[src/rtl/mem_access_ctrl_if.sv]
// mem_access_ctrl_if
//  Request and response channels between the EX stage / writeback and the
//  load/store sequencer.
//  Ports (signals):
//   req_valid, req_ready          request handshake
//   req_we, req_addr, req_wdata   store/load selector, word address, store data
//   req_rd                        load destination register tag
//   resp_valid, resp_ready        response handshake
//   resp_data, resp_rd, resp_err  load data, echoed tag, out-of-range flag
//  Modports: master = EX/writeback side, slave = sequencer side.
interface mem_access_ctrl_if #(
    parameter int ADDR_W = 16,
    parameter int DATA_W = 16
);
    logic              req_valid;
    logic              req_ready;
    logic              req_we;
    logic [ADDR_W-1:0] req_addr;
    logic [DATA_W-1:0] req_wdata;
    logic [2:0]        req_rd;
    logic              resp_valid;
    logic              resp_ready;
    logic [DATA_W-1:0] resp_data;
    logic [2:0]        resp_rd;
    logic              resp_err;

    modport master (
        output req_valid, req_we, req_addr, req_wdata, req_rd, resp_ready,
        input  req_ready, resp_valid, resp_data, resp_rd, resp_err
    );

    modport slave (
        input  req_valid, req_we, req_addr, req_wdata, req_rd, resp_ready,
        output req_ready, resp_valid, resp_data, resp_rd, resp_err
    );
endinterface

[src/rtl/mem_access_ctrl.sv]
// mem_access_ctrl
//  Load/store sequencer between the EX stage and a 16-bit data memory.
//  Accepts one request at a time, drives registered memory port pins,
//  range-checks the address and returns load data over a response channel.
//  Ports:
//   clk, rst_n        clock (rising edge) and asynchronous active-low reset
//   bus               request/response channels (mem_access_ctrl_if.slave)
//   err_pulse         one-cycle pulse for any out-of-range request
//   mem_access_addr   registered memory address
//   mem_write_data    registered store data
//   mem_write_en      registered memory write strobe (STORE state only)
//   mem_read          registered memory read strobe (LOAD state only)
//   mem_read_data     combinational read data from memory
//   load_cnt, store_cnt, err_cnt  saturating statistics counters
module mem_access_ctrl #(
    parameter int ADDR_W    = 16,
    parameter int DATA_W    = 16,
    parameter int MEM_DEPTH = 8,
    parameter int CNT_W     = 8
) (
    input  logic                 clk,
    input  logic                 rst_n,
    mem_access_ctrl_if.slave     bus,
    output logic                 err_pulse,
    output logic [ADDR_W-1:0]    mem_access_addr,
    output logic [DATA_W-1:0]    mem_write_data,
    output logic                 mem_write_en,
    output logic                 mem_read,
    input  logic [DATA_W-1:0]    mem_read_data,
    output logic [CNT_W-1:0]     load_cnt,
    output logic [CNT_W-1:0]     store_cnt,
    output logic [CNT_W-1:0]     err_cnt
);
    localparam logic [1:0] IDLE  = 2'd0;
    localparam logic [1:0] STORE = 2'd1;
    localparam logic [1:0] LOAD  = 2'd2;
    localparam logic [1:0] RESP  = 2'd3;

    localparam logic [ADDR_W-1:0] DEPTH_LIMIT = ADDR_W'(MEM_DEPTH);

    logic [1:0] state;
    logic       in_range;

    assign in_range       = (bus.req_addr < DEPTH_LIMIT);
    assign bus.req_ready  = (state == IDLE);
    assign bus.resp_valid = (state == RESP);

    // Strobes default low each cycle so they are high only in the state that
    // owns them; address and write data are only loaded on an in-range accept
    // and otherwise hold their last value.
    always_ff @(posedge clk or negedge rst_n) begin
        if (!rst_n) begin
            state           <= IDLE;
            err_pulse       <= 1'b0;
            mem_access_addr <= '0;
            mem_write_data  <= '0;
            mem_write_en    <= 1'b0;
            mem_read        <= 1'b0;
            bus.resp_data   <= '0;
            bus.resp_rd     <= '0;
            bus.resp_err    <= 1'b0;
            load_cnt        <= '0;
            store_cnt       <= '0;
            err_cnt         <= '0;
        end else begin
            err_pulse    <= 1'b0;
            mem_write_en <= 1'b0;
            mem_read     <= 1'b0;
            case (state)
                IDLE: begin
                    if (bus.req_valid) begin
                        if (in_range) begin
                            mem_access_addr <= bus.req_addr;
                            if (bus.req_we) begin
                                mem_write_data <= bus.req_wdata;
                                mem_write_en   <= 1'b1;
                                state          <= STORE;
                            end else begin
                                mem_read    <= 1'b1;
                                bus.resp_rd <= bus.req_rd;
                                state       <= LOAD;
                            end
                        end else begin
                            // Out-of-range: never touch memory. A bad load
                            // still owes writeback a response, flagged as error.
                            err_pulse <= 1'b1;
                            if (err_cnt != '1) err_cnt <= err_cnt + 1'b1;
                            if (bus.req_we) begin
                                state <= IDLE;
                            end else begin
                                bus.resp_data <= '0;
                                bus.resp_err  <= 1'b1;
                                bus.resp_rd   <= bus.req_rd;
                                state         <= RESP;
                            end
                        end
                    end
                end
                STORE: begin
                    if (store_cnt != '1) store_cnt <= store_cnt + 1'b1;
                    state <= IDLE;
                end
                LOAD: begin
                    // Memory read is combinational, so data is valid while
                    // mem_read is high and is captured at the end of LOAD.
                    bus.resp_data <= mem_read_data;
                    bus.resp_err  <= 1'b0;
                    if (load_cnt != '1) load_cnt <= load_cnt + 1'b1;
                    state <= RESP;
                end
                RESP: begin
                    if (bus.resp_ready) state <= IDLE;
                end
                default: state <= IDLE;
            endcase
        end
    end
endmodule

[src/flat_wrapper.sv]
// flat-port wrapper written by rule: the top's interface ports become plain ports
module mem_access_ctrl_flat 
#(
    parameter int ADDR_W    = 16,
    parameter int DATA_W    = 16,
    parameter int MEM_DEPTH = 8,
    parameter int CNT_W     = 8
)
  (clk, rst_n, err_pulse, mem_access_addr, mem_write_data, mem_write_en, mem_read, mem_read_data, load_cnt, store_cnt, err_cnt, bus_req_valid, bus_req_we, bus_req_addr, bus_req_wdata, bus_req_rd, bus_resp_ready, bus_req_ready, bus_resp_valid, bus_resp_data, bus_resp_rd, bus_resp_err);
  mem_access_ctrl_if #(.ADDR_W(ADDR_W), .DATA_W(DATA_W)) bus_i ();
  input  logic clk;
  input  logic rst_n;
  output logic err_pulse;
  output logic [ADDR_W-1:0] mem_access_addr;
  output logic [DATA_W-1:0] mem_write_data;
  output logic mem_write_en;
  output logic mem_read;
  input  logic [DATA_W-1:0] mem_read_data;
  output logic [CNT_W-1:0] load_cnt;
  output logic [CNT_W-1:0] store_cnt;
  output logic [CNT_W-1:0] err_cnt;
  input wire logic [$bits(bus_i.req_valid)-1:0] bus_req_valid;
  input wire logic [$bits(bus_i.req_we)-1:0] bus_req_we;
  input wire logic [$bits(bus_i.req_addr)-1:0] bus_req_addr;
  input wire logic [$bits(bus_i.req_wdata)-1:0] bus_req_wdata;
  input wire logic [$bits(bus_i.req_rd)-1:0] bus_req_rd;
  input wire logic [$bits(bus_i.resp_ready)-1:0] bus_resp_ready;
  output wire logic [$bits(bus_i.req_ready)-1:0] bus_req_ready;
  output wire logic [$bits(bus_i.resp_valid)-1:0] bus_resp_valid;
  output wire logic [$bits(bus_i.resp_data)-1:0] bus_resp_data;
  output wire logic [$bits(bus_i.resp_rd)-1:0] bus_resp_rd;
  output wire logic [$bits(bus_i.resp_err)-1:0] bus_resp_err;
  assign bus_i.req_valid = bus_req_valid;
  assign bus_i.req_we = bus_req_we;
  assign bus_i.req_addr = bus_req_addr;
  assign bus_i.req_wdata = bus_req_wdata;
  assign bus_i.req_rd = bus_req_rd;
  assign bus_i.resp_ready = bus_resp_ready;
  assign bus_req_ready = bus_i.req_ready;
  assign bus_resp_valid = bus_i.resp_valid;
  assign bus_resp_data = bus_i.resp_data;
  assign bus_resp_rd = bus_i.resp_rd;
  assign bus_resp_err = bus_i.resp_err;
  mem_access_ctrl #(.ADDR_W(ADDR_W), .DATA_W(DATA_W), .MEM_DEPTH(MEM_DEPTH), .CNT_W(CNT_W)) u_core (.clk(clk), .rst_n(rst_n), .bus(bus_i), .err_pulse(err_pulse), .mem_access_addr(mem_access_addr), .mem_write_data(mem_write_data), .mem_write_en(mem_write_en), .mem_read(mem_read), .mem_read_data(mem_read_data), .load_cnt(load_cnt), .store_cnt(store_cnt), .err_cnt(err_cnt));
endmodule
[config.mk]
export PLATFORM = sky130hd
export DESIGN_NAME = mem_access_ctrl_flat
export DESIGN_NICKNAME = d
export VERILOG_FILES = /design/src/rtl/mem_access_ctrl_if.sv /design/src/rtl/mem_access_ctrl.sv /design/src/flat_wrapper.sv
export SDC_FILE = /design/constraint.sdc
export NUM_CORES = 1
export LEC_CHECK = 0
export BUFFER_PORTS_ARGS = -buffer_cell sky130_fd_sc_hd__buf_2
export CORE_MARGIN = 5
export CORE_UTILIZATION = 51
export CTS_BUF_LIST = sky130_fd_sc_hd__clkbuf_16
export CTS_CLUSTER_DIAMETER = 60
export DETAILED_ROUTE_END_ITERATION = 8
export GPL_ROUTABILITY_DRIVEN = 0
export PLACE_DENSITY = 0.84
export SLEW_MARGIN = 20
export SYNTH_ARGS = -nofsm -noshare
export SYNTH_HDL_FRONTEND = slang
export SYNTH_SLANG_ARGS = --single-unit
[constraint.sdc]
create_clock -name clk -period 4.1 [get_ports clk]
set_input_delay 1.23 -clock clk [delete_from_list [all_inputs] [get_ports clk]]
set_output_delay 1.23 -clock clk [all_outputs]
set_load 0.1 [all_outputs]
==> metrics.txt, run 1 <==
status finished, final reports clean; Maximum Capacitance Violations 0; die area 8065 sq um; Post-Syn Instances 238; Resize count post-CTS 0; GRT Util Overall 0.1892; vias in the first global route 2542; met2 wire len 3.759 mm; Fmax 0.3661 GHz; wire length on met3 535 microns; Syn-to-layout area delta 32.82%; Slew Viols, Final 0; pwr/cell area 921.4 nW/um^2; Synth cell types 35; crit path DAT 2.94 ns; Tmin final 2.731 ns; initial core utilization 0.5174; share of layout cells above drive strength 1 0.4844; Ant. Diodes 0; synthesized flop and latch total 81; die span in y 89.81 microns; synth warn 0; Routed Antenna Nets 0; mux cell area share after synthesis 0.1040; Rel. slew slack 0.5031; final-report hold violation count 0; Post-Synth XOR/XNOR Area 0.05123; top routing layer in use met4; die width 89.81 microns; hpwl dp 5.401 mm; worst min-delay path class register to register; CTS Hold Bufs 0; crit path kind input port to register; met1 WL 3.080 mm; Synth Area in Compound Gates 0.05932; port bufs 136; Sink Count 81; antenna violations before repair 0; Final setup viols 0; largest family of logic cells by synthesized area simple AND/OR/NAND/NOR gates; Peak VDD IR 995.1 uV; Layout Skew 0.007190 ns; dominant cell type by area after synthesis dfrtp_1; pin count of the biggest net entering global routing 82; FF+latch area 2027 sq um; Hold Slack 0.4924 ns; first-pass GRT wire length 12.47 mm; CP max FO 16; worst skew pair latency 0.33 ns; CTS buffer count 9; CTS root buf clkbuf_16; Core Box Area 6277 sq um; Reg clk slew, reported paths 0.06 ns; row cnt 29; CTS max path bufs 2; post-synthesis sequential area ratio 0.6240; P_leak 2.398 nW; Post-Synth Simple-Gate Area 0.1356; Nets 438; synthesized area 3248 sq um; Layout fillers 466; Slew @ Worst Pin 0.7453 ns; total setup buffers inserted after CTS 0; vias per std cell 5.200; top-area cell type share of the netlist area 0.6240; WL final 7.594 mm; I/O Pins 137; unrepaired setup endpoints after global routing no; Post-Route Setup TNS 0 ns; multi-input logic area 1175 sq um; CP Capture Type register; Congestion Overflow GR 0; syn nets 297; period utilisation layout 0.6662; Core Util, Final 0.6873; syn avg cell area 13.65 sq um; Startpoint Class input port; DRC Markers 0; drt wl/cell 16.47 microns; first drt pass iteration count 4; H-Tree Depth 3; vias 2397; synth top area cells dfrtp_1 62%, mux2_2 6.2%, a22o_1 4.3%; WP data required 4.31 ns; CTS tree yes; Starting DRT DRC Count 51; adder-cell share of the synthesized area 0.01156
==> where the power goes <==
group	leakage, nW	switching (mW)	internal [mW]	total (mW)
logic	1.17	1.62	0.347	1.96
registers	1.07	0.175	0.981	1.16
clock network	0.152	0.323	0.533	0.856
==> final timing paths <==
kind,start,to,slack [ns],cells after the start
min in group asynchronous,rst_n,u_core.load_cnt[2]$_DFFE_PN0P_,0.91,1
worst max register to register,u_core.state[0]$_DFFE_PN0P_,u_core.mem_access_addr[2]$_DFFE_PN0P_,2.03,4
worst min register to register,u_core.load_cnt[7]$_DFFE_PN0P_,u_core.load_cnt[7]$_DFFE_PN0P_,0.49,1
worst min-delay path,u_core.load_cnt[7]$_DFFE_PN0P_,u_core.load_cnt[7]$_DFFE_PN0P_,0.49,1
worst max-delay path,bus_req_addr[9],u_core.mem_access_addr[2]$_DFFE_PN0P_,1.37,5
max in group asynchronous,rst_n,u_core.store_cnt[2]$_DFFE_PN0P_,2.66,1
==> cells in the mapped netlist (all sizes together) <==
cell and instances:
nor2b 14, mux2 27, a22o 16, nand4 7, nand2 13, nand3 7
nor4b 1, xnor2 7, a41oi 1, inv 1, nor3b 1, and4 2
xor2 12, and3 4, a21oi 2, o211ai 1, buf 7, dfrtp 81
nand2b 2, ha 3, o21ai 3, nor2 12, nor3 9, or2 1
nor4 3, and2 1
==> cell families after synthesis <==
group           count (synthesis)
fa+ha+maj                       3
compound gates                 23
flops                          81
xor+xnor                       19
simple gates                   77
buf+inv                         8
mux                            27
==> worst max-delay path: stages <==
cell,delay [ns]
buf_2,0.10
nor4_2,0.30
nand4_1,0.30
nor2_2,0.59
mux2_2,0.41
==> layout make-up <==
type / instances / area share
timing repair buffer: 137 / 0.1610
clock buffer: 9 / 0.05220
multi-input combinational: 149 / 0.2723
sequential: 81 / 0.4698
clock inverter: 7 / 0.02146
inverter: 1 / 0.0008701
tap: 77 / 0.02233
==> layout by cell type, fill, tap and decap left out, drive strengths merged, types with 3 or more instances in the layout <==
master	count
a22o	16
ha	3
nor3	9
clkbuf	9
nand2	13
nand4	7
dfrtp	81
nand3	7
nor2	12
buf	137
inv	3
o21ai	3
nor4	3
and3	4
nor2b	14
mux2	27
xor2	12
xnor2	7
==> flip-flops by register name (all words and copies together) (netlist names) <==
signal                  count
u_core.mem_write_data      16
u_core.load_cnt             8
u_core.bus.resp_data       16
u_core.mem_access_addr     16
u_core.store_cnt            8
u_core.err_pulse            1
u_core.state                2
u_core.mem_write_en         1
u_core.mem_read             1
u_core.bus.resp_rd          3
u_core.err_cnt              8
u_core.bus.resp_err         1
==> per-layer routing <==
| layer | global-route usage | vias to the layer above |
|---|---|---|
| met3 | 0.05008 | 18 |
| li1 | - | 1128 |
| met5 | 0 | - |
| met4 | 0.1008 | 0 |
| met2 | 0.3000 | 94 |
| met1 | 0.2362 | 1157 |
==> metrics by stage <==
step	setup slack (ns)	cells	power [mW]	instance area [sq um]
after floorplan	1.183	238	2.781	3248
final	1.369	461	3.975	4314
after CTS	1.383	461	3.997	4310
after global routing	1.249	461	4.122	4314
after detailed placement	1.037	445	3.130	3993
after global placement	1.158	445	3.097	3993
(Power assumes the default switching activity.)
==> inputs of run 2 (changes only) <==
- CORE_UTILIZATION: 51 -> 43
- PLACE_DENSITY: 0.84 -> 0.76
- clock period: 4.1 -> 2.4 ns (I/O delays scaled with it)
==> metrics.txt, run 2 (synthesis results as in run 1) <==
status finished, final reports clean; Congestion Overflow GR 0; initial core utilization 0.4454; period utilisation layout 0.8888; Nets 444; Peak VDD IR 929.0 uV; antenna violations before repair 0; vias in the first global route 2521; I/O Pins 137; R2R setup slack 0.57 ns; Tmin final 2.133 ns; die area 9392 sq um; Sink Count 81; Finished Layout Cells 489; CTS buffer count 9; Layout Skew 0.007076 ns; port bufs 136; vias 2384; pin count of the biggest net entering global routing 47; DRC Markers 0; Core Box Area 7292 sq um; CTS Hold Bufs 0; share of layout cells above drive strength 1 0.4949; most common cell after layout, fill and taps aside buf_2; WP data required 1.68 ns; drt wl/cell 15.14 microns; die width 96.91 microns; CTS tree yes; unrepaired setup endpoints after global routing no; row cnt 31; CP max FO 7; CTS root buf clkbuf_16; crit path kind register to output pin; hpwl dp 5.681 mm; final-report hold violation count 0; Ant. Diodes 0; die span in y 96.91 microns; worst skew pair latency 0.33 ns; Startpoint Class register; WL final 7.405 mm; Final setup viols 0; H-Tree Depth 3; final worst slack 0.2669 ns; Resize count post-CTS 0; Reg clk slew, reported paths 0.06 ns; CP Capture Type output pin; Starting DRT DRC Count 60; total setup buffers inserted after CTS 0; Post-Route Setup TNS 0 ns; pwr/cell area 1541 nW/um^2; crit path DAT 1.41 ns; dpl cells 473; Layout fillers 659; first-pass GRT wire length 12.44 mm; Top Registers u_core.bus.resp_data x16, u_core.mem_access_addr x16, u_core.mem_write_data x16; Final Power 6.778 mW; Rel. slew slack 0.6021; P_leak 2.430 nW; vias per std cell 4.875; Slew @ Worst Pin 0.5969 ns; Syn-to-layout area delta 35.40%; Slew Viols, Final 0; GRT Util Overall 0.1622; CTS max path bufs 2; commonest non-fill, non-tap cells in the layout 135 x buf_2, 81 x dfrtp_1, 18 x mux2_2; Fmax 0.4688 GHz; Maximum Capacitance Violations 0; Place WS 0.1531 ns; worst min-delay path class input port to asynchronous set/reset pin; first drt pass iteration count 3; Routed Antenna Nets 0
[run 2: worst paths after layout]
kind                                               startpoint                                  end  cells past startpoint
worst min register to register  u_core.err_cnt[7]$_DFFE_PN0P_        u_core.err_cnt[7]$_DFFE_PN0P_                      1
max in group asynchronous                               rst_n  u_core.bus.resp_data[2]$_DFFE_PN0P_                      2
worst min-delay path                                    rst_n  u_core.bus.resp_data[3]$_DFFE_PN0P_                      1
worst max register to register    u_core.state[0]$_DFFE_PN0P_        u_core.err_cnt[1]$_DFFE_PN0P_                      4
min in group clk                u_core.err_cnt[7]$_DFFE_PN0P_        u_core.err_cnt[7]$_DFFE_PN0P_                      1
worst max-delay path              u_core.state[0]$_DFFE_PN0P_                       bus_resp_valid                      2
[run 2: metal layers]
layer	GRT usage	share of wire	wire length (microns)	vias to the layer above
met2	0.2803	0.52	3821	71
li1	-	-	-	1138
met5	0	0	0	-
met3	0.04460	0.061	455	13
met1	0.1874	0.40	2977	1162
met4	0.07127	0.020	150	0
[run 2: layout make-up]
type | count | area, sq um | share of cell area
clock inverter | 7 | 92.59 | 0.02105
sequential | 81 | 2027 | 0.4609
clock buffer | 9 | 225.2 | 0.05121
timing repair buffer | 143 | 748.2 | 0.1701
tap | 99 | 123.9 | 0.02817
inverter | 1 | 3.754 | 0.0008535
multi-input combinational | 149 | 1177 | 0.2677
[run 2: metrics by stage]
stage / hold WS, ns / cell area [sq um] / utilization
after floorplan: 0.4244 / 3251 / -
after global placement: 0.4773 / 4080 / 0.5595
after detailed placement: 0.4800 / 4080 / 0.5595
after CTS: 0.4185 / 4398 / 0.6031
after global routing: 0.4515 / 4398 / 0.6031
final: 0.3915 / 4398 / 0.6031
[run 2: power breakdown]
part	switching, mW	internal (mW)
sequential	0.297	1.68
combinational	2.76	0.606
clock	0.524	0.910
total	3.59	3.19
[run 2: worst max-delay path, cell delays in order (launching register included)]
cell	delay (ns)
dfrtp_1	0.49
and2_1	0.18
buf_2	0.42
